[config.mk]
export PLATFORM = sky130hd
export DESIGN_NAME = final_logic_flat
export DESIGN_NICKNAME = d
export VERILOG_FILES = /design/src/rtl/pci_tl_pkg.sv /design/src/rtl/final_logic_if.sv /design/src/rtl/final_logic_vc_arbiter.sv /design/src/rtl/final_logic.sv /design/src/flat_wrapper.sv
export SDC_FILE = /design/constraint.sdc
export NUM_CORES = 1
export LEC_CHECK = 0
export ABC_AREA = 1
export BUFFER_PORTS_ARGS = -buffer_cell sky130_fd_sc_hd__buf_2
export CORE_AREA = 2 2 48 50
export CTS_CLUSTER_SIZE = 24
export DETAILED_ROUTE_END_ITERATION = 6
export DIE_AREA = 0 0 50 52
export GPL_ROUTABILITY_DRIVEN = 0
export GPL_TIMING_DRIVEN = 0
export HOLD_SLACK_MARGIN = 0.02
export PLACE_DENSITY = 0.82
export SYNTH_ARGS = -nofsm -noshare
export SYNTH_HDL_FRONTEND = slang
export SYNTH_SLANG_ARGS = --single-unit
[constraint.sdc]
create_clock -name clk -period 1.17 [get_ports clk]
set_input_delay 0.234 -clock clk [delete_from_list [all_inputs] [get_ports clk]]
set_output_delay 0.234 -clock clk [all_outputs]
set_load 0.01 [all_outputs]
[src/rtl/pci_tl_pkg.sv]
// pci_tl_pkg: shared widths, FSM encodings and helpers for the TL final routing stage
package pci_tl_pkg;
    localparam int DATA_WIDTH_DEFAULT = 6;
    localparam int DEST_BIT_DEFAULT = 4;
    localparam logic [1:0] ST_RESET = 2'd0;
    localparam logic [1:0] ST_INIT = 2'd1;
    localparam logic [1:0] ST_IDLE = 2'd2;
    localparam logic [1:0] ST_ACTIVE = 2'd3;
    typedef enum logic {SRC_VC0 = 1'b0, SRC_VC1 = 1'b1} src_e;
    function automatic logic [7:0] sat_inc8(input logic [7:0] v);
        return (v == 8'hFF) ? v : v + 8'd1;
    endfunction
endpackage

[src/rtl/final_logic_if.sv]
// final_logic_if: VC FIFO read sides and destination push sides of final_logic
interface final_logic_if
    import pci_tl_pkg::*;
#(
    parameter int data_width = DATA_WIDTH_DEFAULT
) ();
    logic [data_width-1:0] data_out_VC0;
    logic [data_width-1:0] data_out_VC1;
    logic empty_fifo_VC0;
    logic empty_fifo_VC1;
    logic almost_empty_fifo_VC0;
    logic almost_empty_fifo_VC1;
    logic pop_VC0_fifo;
    logic pop_VC1_fifo;
    logic almost_full_fifo_D0;
    logic almost_full_fifo_D1;
    logic push_D0;
    logic push_D1;
    logic [data_width-1:0] data_out_D0;
    logic [data_width-1:0] data_out_D1;
    modport slave (
        input  data_out_VC0, data_out_VC1, empty_fifo_VC0, empty_fifo_VC1,
        input  almost_empty_fifo_VC0, almost_empty_fifo_VC1,
        input  almost_full_fifo_D0, almost_full_fifo_D1,
        output pop_VC0_fifo, pop_VC1_fifo, push_D0, push_D1, data_out_D0, data_out_D1
    );
    modport master (
        output data_out_VC0, data_out_VC1, empty_fifo_VC0, empty_fifo_VC1,
        output almost_empty_fifo_VC0, almost_empty_fifo_VC1,
        output almost_full_fifo_D0, almost_full_fifo_D1,
        input  pop_VC0_fifo, pop_VC1_fifo, push_D0, push_D1, data_out_D0, data_out_D1
    );
endinterface

[src/rtl/final_logic_vc_arbiter.sv]
// vc_arbiter: weighted VC0-priority grant between the two virtual channels
module vc_arbiter #(
    parameter int VC0_WEIGHT = 3
) (
    input  logic clk,
    input  logic reset,
    input  logic clr_i,
    input  logic en_i,
    input  logic elig0_i,
    input  logic elig1_i,
    output logic gnt0_o,
    output logic gnt1_o
);
    localparam int CW = (VC0_WEIGHT > 0) ? $clog2(VC0_WEIGHT + 1) : 1;
    logic [CW-1:0] wcnt_q, wcnt_d;
    logic turn1;
    // VC1 takes the slot once VC0 has used its consecutive-grant budget while VC1 waited
    always_comb begin
        turn1 = wcnt_q == CW'(VC0_WEIGHT);
        gnt0_o = en_i && elig0_i && !(elig1_i && turn1);
        gnt1_o = en_i && elig1_i && !(elig0_i && !turn1);
        wcnt_d = gnt1_o ? '0 : (gnt0_o && elig1_i) ? wcnt_q + 1'b1 : wcnt_q;
    end
    // weight counter, restarted by reset and by the INIT state
    always_ff @(posedge clk) begin
        if (!reset || clr_i) wcnt_q <= '0;
        else wcnt_q <= wcnt_d;
    end
endmodule

[src/rtl/final_logic.sv]
// final_logic: pops two VC FIFOs by weighted arbitration and routes words to D0/D1; FINAL_COUNTERS_EN adds push counters
module final_logic
    import pci_tl_pkg::*;
#(
    parameter int data_width = DATA_WIDTH_DEFAULT,
    parameter int DEST_BIT = DEST_BIT_DEFAULT,
    parameter int VC0_WEIGHT = 3
) (
    input  logic clk,
    input  logic reset,
    final_logic_if.slave bus,
`ifdef FINAL_COUNTERS_EN
    output logic [7:0] cnt_D0,
    output logic [7:0] cnt_D1,
`endif
    output logic [1:0] state
);
    logic [1:0] state_q, state_d;
    logic pop0_q, pop1_q, valid_q;
    src_e src_q;
    logic run, elig0, elig1, gnt0, gnt1;
    logic [data_width-1:0] word, data_d0_q, data_d1_q;
    logic push_d0_q, push_d1_q, push_d0_d, push_d1_d;
    // a channel may pop when it has data, cannot underflow and both destinations have room
    always_comb begin
        run = reset && (state_q == ST_IDLE || state_q == ST_ACTIVE);
        elig0 = !bus.empty_fifo_VC0 && !(pop0_q && bus.almost_empty_fifo_VC0) && !bus.almost_full_fifo_D0 && !bus.almost_full_fifo_D1;
        elig1 = !bus.empty_fifo_VC1 && !(pop1_q && bus.almost_empty_fifo_VC1) && !bus.almost_full_fifo_D0 && !bus.almost_full_fifo_D1;
    end
    vc_arbiter #(.VC0_WEIGHT(VC0_WEIGHT)) u_arb (
        .clk(clk),
        .reset(reset),
        .clr_i(state_q == ST_INIT),
        .en_i(run),
        .elig0_i(elig0),
        .elig1_i(elig1),
        .gnt0_o(gnt0),
        .gnt1_o(gnt1)
    );
    // RESET -> INIT -> IDLE, then IDLE/ACTIVE track whether any channel can pop
    always_comb begin
        state_d = (state_q == ST_RESET) ? ST_INIT : (state_q == ST_INIT) ? ST_IDLE : (elig0 || elig1) ? ST_ACTIVE : ST_IDLE;
    end
    // the popped word appears on the FIFO read port one cycle after the pop; route it by its destination bit
    always_comb begin
        word = (src_q == SRC_VC1) ? bus.data_out_VC1 : bus.data_out_VC0;
        push_d1_d = valid_q && word[DEST_BIT];
        push_d0_d = valid_q && !word[DEST_BIT];
    end
    // state, pop history and the two-stage routing pipeline; reset drops words in flight
    always_ff @(posedge clk) begin
        if (!reset) begin
            state_q <= ST_RESET;
            pop0_q <= 1'b0;
            pop1_q <= 1'b0;
            valid_q <= 1'b0;
            src_q <= SRC_VC0;
            push_d0_q <= 1'b0;
            push_d1_q <= 1'b0;
            data_d0_q <= '0;
            data_d1_q <= '0;
        end else begin
            state_q <= state_d;
            pop0_q <= gnt0;
            pop1_q <= gnt1;
            valid_q <= gnt0 || gnt1;
            src_q <= gnt1 ? SRC_VC1 : SRC_VC0;
            push_d0_q <= push_d0_d;
            push_d1_q <= push_d1_d;
            if (push_d0_d) data_d0_q <= word;
            if (push_d1_d) data_d1_q <= word;
        end
    end
`ifdef FINAL_COUNTERS_EN
    logic [7:0] cnt_d0_q, cnt_d1_q;
    // saturating per-destination push counters, restarted by reset and INIT
    always_ff @(posedge clk) begin
        if (!reset || state_q == ST_INIT) begin
            cnt_d0_q <= '0;
            cnt_d1_q <= '0;
        end else begin
            if (push_d0_d) cnt_d0_q <= sat_inc8(cnt_d0_q);
            if (push_d1_d) cnt_d1_q <= sat_inc8(cnt_d1_q);
        end
    end
    assign cnt_D0 = cnt_d0_q;
    assign cnt_D1 = cnt_d1_q;
`endif
    assign bus.pop_VC0_fifo = gnt0;
    assign bus.pop_VC1_fifo = gnt1;
    assign bus.push_D0 = push_d0_q;
    assign bus.push_D1 = push_d1_q;
    assign bus.data_out_D0 = data_d0_q;
    assign bus.data_out_D1 = data_d1_q;
    assign state = state_q;
endmodule

[src/flat_wrapper.sv]
// flat-port wrapper written by rule: the top's interface ports become plain ports
module final_logic_flat import pci_tl_pkg::*;
#(
    parameter int data_width = DATA_WIDTH_DEFAULT,
    parameter int DEST_BIT = DEST_BIT_DEFAULT,
    parameter int VC0_WEIGHT = 3
)
  (clk, reset, state, bus_data_out_VC0, bus_data_out_VC1, bus_empty_fifo_VC0, bus_empty_fifo_VC1, bus_almost_empty_fifo_VC0, bus_almost_empty_fifo_VC1, bus_almost_full_fifo_D0, bus_almost_full_fifo_D1, bus_pop_VC0_fifo, bus_pop_VC1_fifo, bus_push_D0, bus_push_D1, bus_data_out_D0, bus_data_out_D1);
  final_logic_if #(.data_width(data_width)) bus_i ();
  input  logic clk;
  input  logic reset;
  output logic [1:0] state;
  input wire logic [$bits(bus_i.data_out_VC0)-1:0] bus_data_out_VC0;
  input wire logic [$bits(bus_i.data_out_VC1)-1:0] bus_data_out_VC1;
  input wire logic [$bits(bus_i.empty_fifo_VC0)-1:0] bus_empty_fifo_VC0;
  input wire logic [$bits(bus_i.empty_fifo_VC1)-1:0] bus_empty_fifo_VC1;
  input wire logic [$bits(bus_i.almost_empty_fifo_VC0)-1:0] bus_almost_empty_fifo_VC0;
  input wire logic [$bits(bus_i.almost_empty_fifo_VC1)-1:0] bus_almost_empty_fifo_VC1;
  input wire logic [$bits(bus_i.almost_full_fifo_D0)-1:0] bus_almost_full_fifo_D0;
  input wire logic [$bits(bus_i.almost_full_fifo_D1)-1:0] bus_almost_full_fifo_D1;
  output wire logic [$bits(bus_i.pop_VC0_fifo)-1:0] bus_pop_VC0_fifo;
  output wire logic [$bits(bus_i.pop_VC1_fifo)-1:0] bus_pop_VC1_fifo;
  output wire logic [$bits(bus_i.push_D0)-1:0] bus_push_D0;
  output wire logic [$bits(bus_i.push_D1)-1:0] bus_push_D1;
  output wire logic [$bits(bus_i.data_out_D0)-1:0] bus_data_out_D0;
  output wire logic [$bits(bus_i.data_out_D1)-1:0] bus_data_out_D1;
  assign bus_i.data_out_VC0 = bus_data_out_VC0;
  assign bus_i.data_out_VC1 = bus_data_out_VC1;
  assign bus_i.empty_fifo_VC0 = bus_empty_fifo_VC0;
  assign bus_i.empty_fifo_VC1 = bus_empty_fifo_VC1;
  assign bus_i.almost_empty_fifo_VC0 = bus_almost_empty_fifo_VC0;
  assign bus_i.almost_empty_fifo_VC1 = bus_almost_empty_fifo_VC1;
  assign bus_i.almost_full_fifo_D0 = bus_almost_full_fifo_D0;
  assign bus_i.almost_full_fifo_D1 = bus_almost_full_fifo_D1;
  assign bus_pop_VC0_fifo = bus_i.pop_VC0_fifo;
  assign bus_pop_VC1_fifo = bus_i.pop_VC1_fifo;
  assign bus_push_D0 = bus_i.push_D0;
  assign bus_push_D1 = bus_i.push_D1;
  assign bus_data_out_D0 = bus_i.data_out_D0;
  assign bus_data_out_D1 = bus_i.data_out_D1;
  final_logic #(.data_width(data_width), .DEST_BIT(DEST_BIT), .VC0_WEIGHT(VC0_WEIGHT)) u_core (.clk(clk), .reset(reset), .bus(bus_i), .state(state));
endmodule
==> run metrics, run 1 <==
status finished with violations; violated checks negative setup slack; power share of the clock group 26.5%; Final Hold Vio Count 0; grt total ovfl 0; part of the power in registers 57.9%; combinational power share 15.6%; WHS Endpoint u_core.bus.data_out_D1[2]$_SDFFE_PN0P_; worst-case reg-to-reg path depth 9; routed wire length 2.429 mm; Worst setup EP type output port; relative slew slack 75.88%; post-synth cell types 19; asr flop ratio synth 0%; Core Util, Final 67.68%; Clock Skew 0.004673 ns; Fmax 0.6639 GHz; initial drt markers 6; Mapped Avg Cell Area 7.528 um2; vias in the first global route 878; # setup viols final 4; Crit path arrival time 1.27 ns; clock root buffer clkbuf_4; initial cell density of the core 42.90%; final worst path period share 128.7%; worst slew pin tran 0.3580 ns; via count 959; Max Root-Sink Buffers 2; hold path startpoint reset; CP max FO 2; Die H 52 um; max-cap violations 0; Worst Slack Setup Final -0.3363 ns; layout cell share with drive strength beyond 1 52.35%; leading cell types in the layout, fill and taps excluded 37 x buf_2, 20 x inv_1, 16 x dfxtp_1; Yosys warnings 0; dpl ws -0.1194 ns; first-pass GRT wire length 3.505 mm; full die area 2600 um2; hold_buf cts 0; crit path launch type flip-flop; Chip Width 50 um; Mapped Area 903.4 um2; RSZ-0062 raised after global routing true; Area Growth Syn to Fin 57.76%; Avg WL per Cell 12.27 um; TritonCTS Buffers 3; final slew viol count 0; Max IR drop VDD 0.6276 mV; Routed Antenna Nets 0; Placement Rows 17; Layout Nets 192; Hold Path Stages 3; Pwr Density 907.1 nW/um2; Post-synth top flop dfxtp_1; Fin Setup TNS -0.7601 ns; Ant. Diodes 0; R2R Path End u_core.u_arb.wcnt_q[1]$_SDFFE_PP0P_; fill count 174; core area 2106 um2; Post-Syn Nets 141; post-synthesis sequential area ratio 46.54%; placed insts 184; reg2reg setup slack -0.08 ns; Leak 0.6729 nW; crit path kind flip-flop to output port; port bufs 36; Required @ worst endpoint 0.94 ns; CP startpoint u_core.u_arb.wcnt_q[1]$_SDFFE_PP0P_; Post-synth EDFFs 0; worst skew pair latency 0.30 ns; commonest non-fill, non-tap cell in the layout buf_2; first-pass iteration count of the detailed router 3; register area 429.2 um2; CTS tree done; num ports 38; GRT Overall Usage 17.95%; drt drc 0; largest net degree at the start of global routing 12; Worst-path clk slew 0.11 ns; internal power 0.9542 mW; type of the most critical hold path input port to flip-flop; vias per cell 4.843; FF+latch count, synth 21; htree depth 1; fin cells 198; Switching Fraction 26.18%; post-DP HPWL 1.470 mm; minimum clock period after layout 1.506 ns; initial antenna violation count 0; multi-input logic area 526.8 um2; Reg-to-Reg Start u_core.u_arb.wcnt_q[1]$_SDFFE_PP0P_; cells after synthesis 120; CTS sink cnt 21; Net Switching 0.3385 mW
==> state kept, by name, indices dropped and copies added (netlist names) <==
signal / cells
u_core.src_q: 1
u_core.state: 2
u_core.u_arb.wcnt_q: 2
u_core.bus.data_out_D1: 6
u_core.bus.push_D1: 1
u_core.bus.push_D0: 1
u_core.valid_q: 1
u_core.pop0_q: 1
u_core.bus.data_out_D0: 6
==> through the flow <==
stage	area [um2]	hold slack (ns)	total power [mW]
3_3_place_gp	1124	0.4305	0.9031
3_5_place_dp	1124	0.4319	0.9080
6_report	1425	0.2287	1.293
4_1_cts	1237	0.2193	1.255
2_1_floorplan	908.4	0.4518	0.8436
5_1_grt	1425	0.2485	1.355
==> synthesized netlist by cell type, types with 2 or more instances <==
library cell | count | share of area, %
inv_1 | 23 | 9.6
dfxtp_1 | 21 | 47
nand2_1 | 21 | 8.7
a21oi_1 | 13 | 7.2
o21ai_0 | 13 | 7.2
nand3_1 | 9 | 5.0
nor2_1 | 5 | 2.1
buf_6 | 2 | 2.5
nand2_2 | 2 | 1.4
nor3_1 | 2 | 1.1
==> worst max-delay path: stages, from the launching register on <==
cell and delay (ns):
dfxtp_2 0.35, ha_4 0.15, inv_2 0.04, nand4_1 0.14
nand2_2 0.12, inv_1 0.04, buf_2 0.13
==> power by group through the flow <==
stage          combinational [mW]  clock, mW  sequential (mW)
2_1_floorplan              0.0736          0            0.770
3_3_place_gp                0.141          0            0.762
3_5_place_dp                0.145          0            0.763
4_1_cts                     0.160      0.350            0.745
5_1_grt                     0.223      0.380            0.752
6_report                    0.202      0.343            0.748
==> logic make-up after synthesis <==
family	synth area share, %
AOI/OAI and AO/OA	16.76
buffers and inverters	13.30
DFF	46.54
and+or+nand+nor	22.02
adders and majority gates	1.385
==> timing repair <==
action                                  in CTS  in global routing
pin swaps                                    4                 11
endpoints found under the setup margin       4                 17
resized for setup                           17                 38
gates cloned                                 0                  2
buffers inserted                             8                  4
==> routing by layer <==
| layer | GRT usage, % | vias up | routed length, um | share of wire [%] |
|---|---|---|---|---|
| met2 | 34.65 | 31 | 1383 | 57 |
| met1 | 18.25 | 438 | 890 | 37 |
| met4 | 8.796 | 0 | 36 | 1.5 |
| met3 | 3.448 | 6 | 119 | 4.9 |
| met5 | 0 | - | 0 | 0 |
| li1 | - | 484 | - | - |
==> worst max-delay path by stage <==
stage | to | slack (ns) | cells after the start
5_1_grt | bus_pop_VC1_fifo | -0.41 | 6
3_3_place_gp | bus_pop_VC1_fifo | -0.09 | 7
6_report | bus_pop_VC1_fifo | -0.34 | 6
3_5_place_dp | bus_pop_VC1_fifo | -0.12 | 7
2_1_floorplan | bus_pop_VC1_fifo | 0.05 | 4
4_1_cts | bus_pop_VC1_fifo | -0.31 | 6
==> final cells by class <==
| cell class | count | area share, % |
|---|---|---|
| multi-input cells | 72 | 36.96 |
| flip-flops and latches | 21 | 30.11 |
| repair buffers | 46 | 19.75 |
| inverters | 24 | 6.497 |
| well taps | 28 | 2.458 |
| plain buffers | 3 | 2.370 |
| clock buffers | 4 | 1.844 |
Note: power is estimated with default switching activity, not from simulation.
==> inputs of run 2 (changes only) <==
==> constraint.sdc (replaced) <==
create_clock -name clk -period 1.5 [get_ports clk]
set_input_delay 0.3 -clock clk [delete_from_list [all_inputs] [get_ports clk]]
set_output_delay 0.3 -clock clk [all_outputs]
set_load 0.01 [all_outputs]
==> run metrics, run 2 (same netlist as run 1, synthesis figures left out) <==
relative slew slack 81.03%; Layout Nets 190; final slew viol count 0; CP peak stage delay 0.36 ns; Routed Antenna Nets 0; CP Cell Sequence ha_4 > inv_2 > nand4_1 > nand2_2 > inv_2 > buf_6; hold_buf cts 0; Required @ worst endpoint 1.20 ns; CP most frequent cell inv_2; largest net degree at the start of global routing 13; initial drt markers 18; Clock Skew 0.002858 ns; Max Root-Sink Buffers 2; CTS tree done; Final Hold Vio Count 0; max-cap violations 0; cell area after layout 1241 um2; commonest non-fill, non-tap cell in the layout buf_2; final worst path period share 103.7%; Ant. Diodes 0; worst-case reg-to-reg path depth 10; core area 2106 um2; first-pass iteration count of the detailed router 4; Leak 0.6079 nW; Avg WL per Cell 9.806 um; Crit path arrival time 1.26 ns; num ports 38; first-pass GRT wire length 3.305 mm; CTS sink cnt 21; grt total ovfl 0; placed insts 184; fin cells 196; htree depth 1; Area Growth Syn to Fin 37.40%; vias in the first global route 854; minimum clock period after layout 1.555 ns; routed wire length 1.922 mm; worst skew pair latency 0.29 ns; initial antenna violation count 0; post-DP HPWL 1.468 mm; Placement Rows 17; Die H 52 um; via count 904; Pwr Density 780.1 nW/um2; crit path launch type flip-flop; dpl ws 0.08656 ns; crit path kind flip-flop to output port; fill count 199; TritonCTS Buffers 3; drt drc 0; Worst Slack Setup Final -0.05525 ns; full die area 2600 um2; violated checks negative setup slack; leading cell types in the layout, fill and taps excluded 35 x buf_2, 20 x inv_1, 19 x nand2_1; port bufs 36; CP max FO 2; layout cell share with drive strength beyond 1 40.48%; GRT Overall Usage 16.60%; Chip Width 50 um; clock root buffer clkbuf_4; RSZ-0062 raised after global routing true; Core Util, Final 58.94%; vias per cell 4.612; Fmax 0.6430 GHz; Hold Path Stages 3; # setup viols final 2; type of the most critical hold path input port to flip-flop; CP max stage cell dfxtp_2; Worst setup EP type output port; Max IR drop VDD 0.4548 mV; initial cell density of the core 42.90%; Worst-path clk slew 0.12 ns; status finished with violations; worst slew pin tran 0.2816 ns; dpl cell area 1119 um2
## run 2: changes by cell type in the layout (fill, tap and decap cells not counted), moves of 5 or more
cell,before,now
a21oi_1,8,13
a21oi_2,5,0
nand2_1,14,19
o21ai_0,5,13
o21ai_4,6,0
## run 2: worst max-delay path: cells and delay by family, from the launching register on
| family | cells | cell delay, ns |
|---|---|---|
| buffers and inverters | 3 | 0.20 |
| adders and majority gates | 1 | 0.15 |
| and+or+nand+nor | 2 | 0.26 |
| DFF | 1 | 0.36 |
## run 2: through the flow
step | hold slack (ns) | total power [mW] | setup TNS [ns]
final | 0.2844 | 0.9683 | -0.07343
after global routing | 0.3036 | 1.028 | -0.2099
after CTS | 0.2735 | 0.9782 | -0.07511
after detailed placement | 0.4322 | 0.7067 | 0
after global placement | 0.4307 | 0.7037 | 0
after floorplan | 0.4518 | 0.6573 | 0
## run 2: area by class of cell
type                       count  area [um2]  area share, %
sequential                    21       426.7          34.37
multi-input combinational     72       385.4          31.05
timing repair buffer          44       246.5          19.86
inverter                      24       90.09          7.258
tap                           28       35.03          2.823
buffer                         3       30.03          2.419
clock buffer                   3       22.52          1.815
clock inverter                 1       5.005         0.4032
## run 2: worst paths after layout
path	start	slack, ns	endpoint
worst max-delay path	u_core.u_arb.wcnt_q[1]$_SDFFE_PP0P_	-0.06	bus_pop_VC1_fifo
worst min-delay path	reset	0.28	u_core.bus.data_out_D1[4]$_SDFFE_PN0P_
worst min register to register	u_core.bus.data_out_D1[2]$_SDFFE_PN0P_	0.45	u_core.bus.data_out_D1[2]$_SDFFE_PN0P_
worst max register to register	u_core.u_arb.wcnt_q[1]$_SDFFE_PP0P_	0.13	u_core.u_arb.wcnt_q[1]$_SDFFE_PP0P_
## run 2: metal layers
layer | vias to the layer above | share of wire, % | GRT usage [%]
li1 | 478 | - | -
met1 | 392 | 41 | 17.75
met2 | 30 | 50 | 30.92
met3 | 4 | 7.5 | 4.023
met4 | 0 | 1.2 | 6.944
met5 | - | 0 | 0
## run 2: report_power, final
group          switching [mW]  internal, mW
Sequential            0.00958         0.571
Clock                   0.167        0.0991
Combinational          0.0672        0.0547
Total                   0.244         0.725
## run 2: timing repair
action / in CTS / in global routing
gates cloned: 0 / 0
setup endpoints to repair: 2 / 4
buffers inserted: 8 / 1
gates resized for setup: 6 / 7
pin swaps: 4 / 5
==> inputs of run 3 (changes only) <==
==> constraint.sdc (replaced) <==
create_clock -name clk -period 1.5 [get_ports clk]
set_input_delay 0.3 -clock clk [delete_from_list [all_inputs] [get_ports clk]]
set_output_delay 0.3 -clock clk [all_outputs]
set_load 0.05 [all_outputs]
==> run metrics, run 3 (same netlist as run 1, synthesis figures left out) <==
status finished with violations; violated checks negative setup slack; core area 2106 um2; full die area 2600 um2; layout cell share with drive strength beyond 1 42.77%; placed insts 184; Hold Path Stages 3; post-DP HPWL 1.484 mm; Max IR drop VDD 0.5249 mV; fill count 185; Routed Antenna Nets 0; leading cell types in the layout, fill and taps excluded 34 x buf_2, 20 x inv_1, 17 x nand2_1, 17 x dfxtp_1, 13 x o21ai_0; Required @ worst endpoint 1.20 ns; Avg WL per Cell 10.55 um; # setup viols final 2; dpl ws -0.09742 ns; Leak 0.6079 nW; initial cell density of the core 42.90%; CP startpoint u_core.u_arb.wcnt_q[0]$_SDFFE_PP0P_; Placement Rows 17; RSZ-0062 raised after global routing true; initial drt markers 22; CP max FO 2; type of the most critical hold path input port to flip-flop; Max Root-Sink Buffers 2; routed wire length 2.046 mm; Area Growth Syn to Fin 41.41%; initial antenna violation count 0; commonest non-fill, non-tap cell in the layout buf_2; Ant. Diodes 0; via count 922; worst hold slack 0.2908 ns; Worst-path clk slew 0.11 ns; internal power 0.7306 mW; TritonCTS Buffers 3; num ports 38; CTS tree done; first-pass iteration count of the detailed router 4; Reg-to-Reg Start u_core.u_arb.wcnt_q[0]$_SDFFE_PP0P_; WHS Endpoint u_core.bus.data_out_D1[4]$_SDFFE_PN0P_; first-pass GRT wire length 3.077 mm; Final Hold Vio Count 0; largest net degree at the start of global routing 12; R2R Path End u_core.u_arb.wcnt_q[1]$_SDFFE_PP0P_; clock root buffer clkbuf_4; crit path kind flip-flop to output port; GRT Overall Usage 15.53%; relative slew slack 81.71%; worst-case reg-to-reg path depth 10; combinational power share 16.9%; Switching Fraction 27.72%; part of the power in registers 57.5%; grt total ovfl 0; port bufs 36; power share of the clock group 25.6%; vias in the first global route 813; vias per cell 4.753; Chip Width 50 um; hold path startpoint reset; reg2reg setup slack 0.13 ns; CTS sink cnt 21; Clock Skew 0.003368 ns; worst slew pin tran 0.2715 ns; drt drc 0; Worst setup EP type output port; max-cap violations 0; Net Switching 0.2802 mW; Die H 52 um; hold_buf cts 0; fin cells 194; final slew viol count 0; Layout Nets 188; crit path launch type flip-flop; htree depth 1; Worst Slack Setup Final -0.1679 ns; worst skew pair latency 0.29 ns; Crit path arrival time 1.37 ns; final worst path period share 111.2%; minimum clock period after layout 1.668 ns; Fmax 0.5996 GHz; Pwr Density 791.2 nW/um2
## run 3: how the worst max path moves through the flow
stage / end / cells past startpoint
6_report: bus_pop_VC1_fifo / 6
5_1_grt: bus_pop_VC1_fifo / 6
4_1_cts: bus_pop_VC1_fifo / 6
3_5_place_dp: bus_pop_VC1_fifo / 7
3_3_place_gp: bus_pop_VC1_fifo / 7
2_1_floorplan: bus_pop_VC1_fifo / 4
## run 3: critical path, cell delays in order (launching register included)
cell and delay, ns:
dfxtp_2 0.35, ha_4 0.16, inv_2 0.06, nand4_1 0.12, nand2_2 0.14, clkinvlp_4 0.09
buf_8 0.15
## run 3: layout make-up
class / count / area (um2) / area share (%)
plain buffers: 3 / 30.03 / 2.351
clock buffers: 4 / 26.28 / 2.057
inverters: 24 / 96.34 / 7.542
multi-input cells: 72 / 420.4 / 32.91
flip-flops and latches: 21 / 427.9 / 33.50
well taps: 28 / 35.03 / 2.742
repair buffers: 42 / 241.5 / 18.90
## run 3: repair_timing
action / in CTS / in global routing
setup buffers: 7 / 1
gates cloned: 0 / 0
resized for setup: 16 / 6
pin swaps: 6 / 3
setup endpoints to repair: 2 / 4
## run 3: routing by layer
metal	vias to the layer above	GRT usage (%)	wire length [um]	share of wire [%]
li1	471	-	-	-
met1	420	16.25	853	42
met2	27	29.82	1055	52
met3	4	2.874	104	5.1
met4	0	6.944	32	1.6
met5	-	0	0	0
## run 3: power groups by stage
stage               sequential, mW  combinational (mW)  clock [mW]
floorplan                    0.641              0.0626           0
global placement             0.596               0.154           0
detailed placement           0.596               0.157           0
CTS                          0.582               0.170       0.267
global route                 0.584               0.187       0.290
finish                       0.582               0.171       0.259
## run 3: through the flow
stage               total power, mW  utilization (%)  TNS, ns  area (um2)
floorplan                    0.7039                -        0       922.1
global placement             0.7505            54.01  -0.1235        1137
detailed placement           0.7531            54.01  -0.1688        1137
CTS                           1.019            59.83  -0.2780        1260
global route                  1.061            60.67  -0.4281        1277
finish                        1.011            60.67  -0.3085        1277
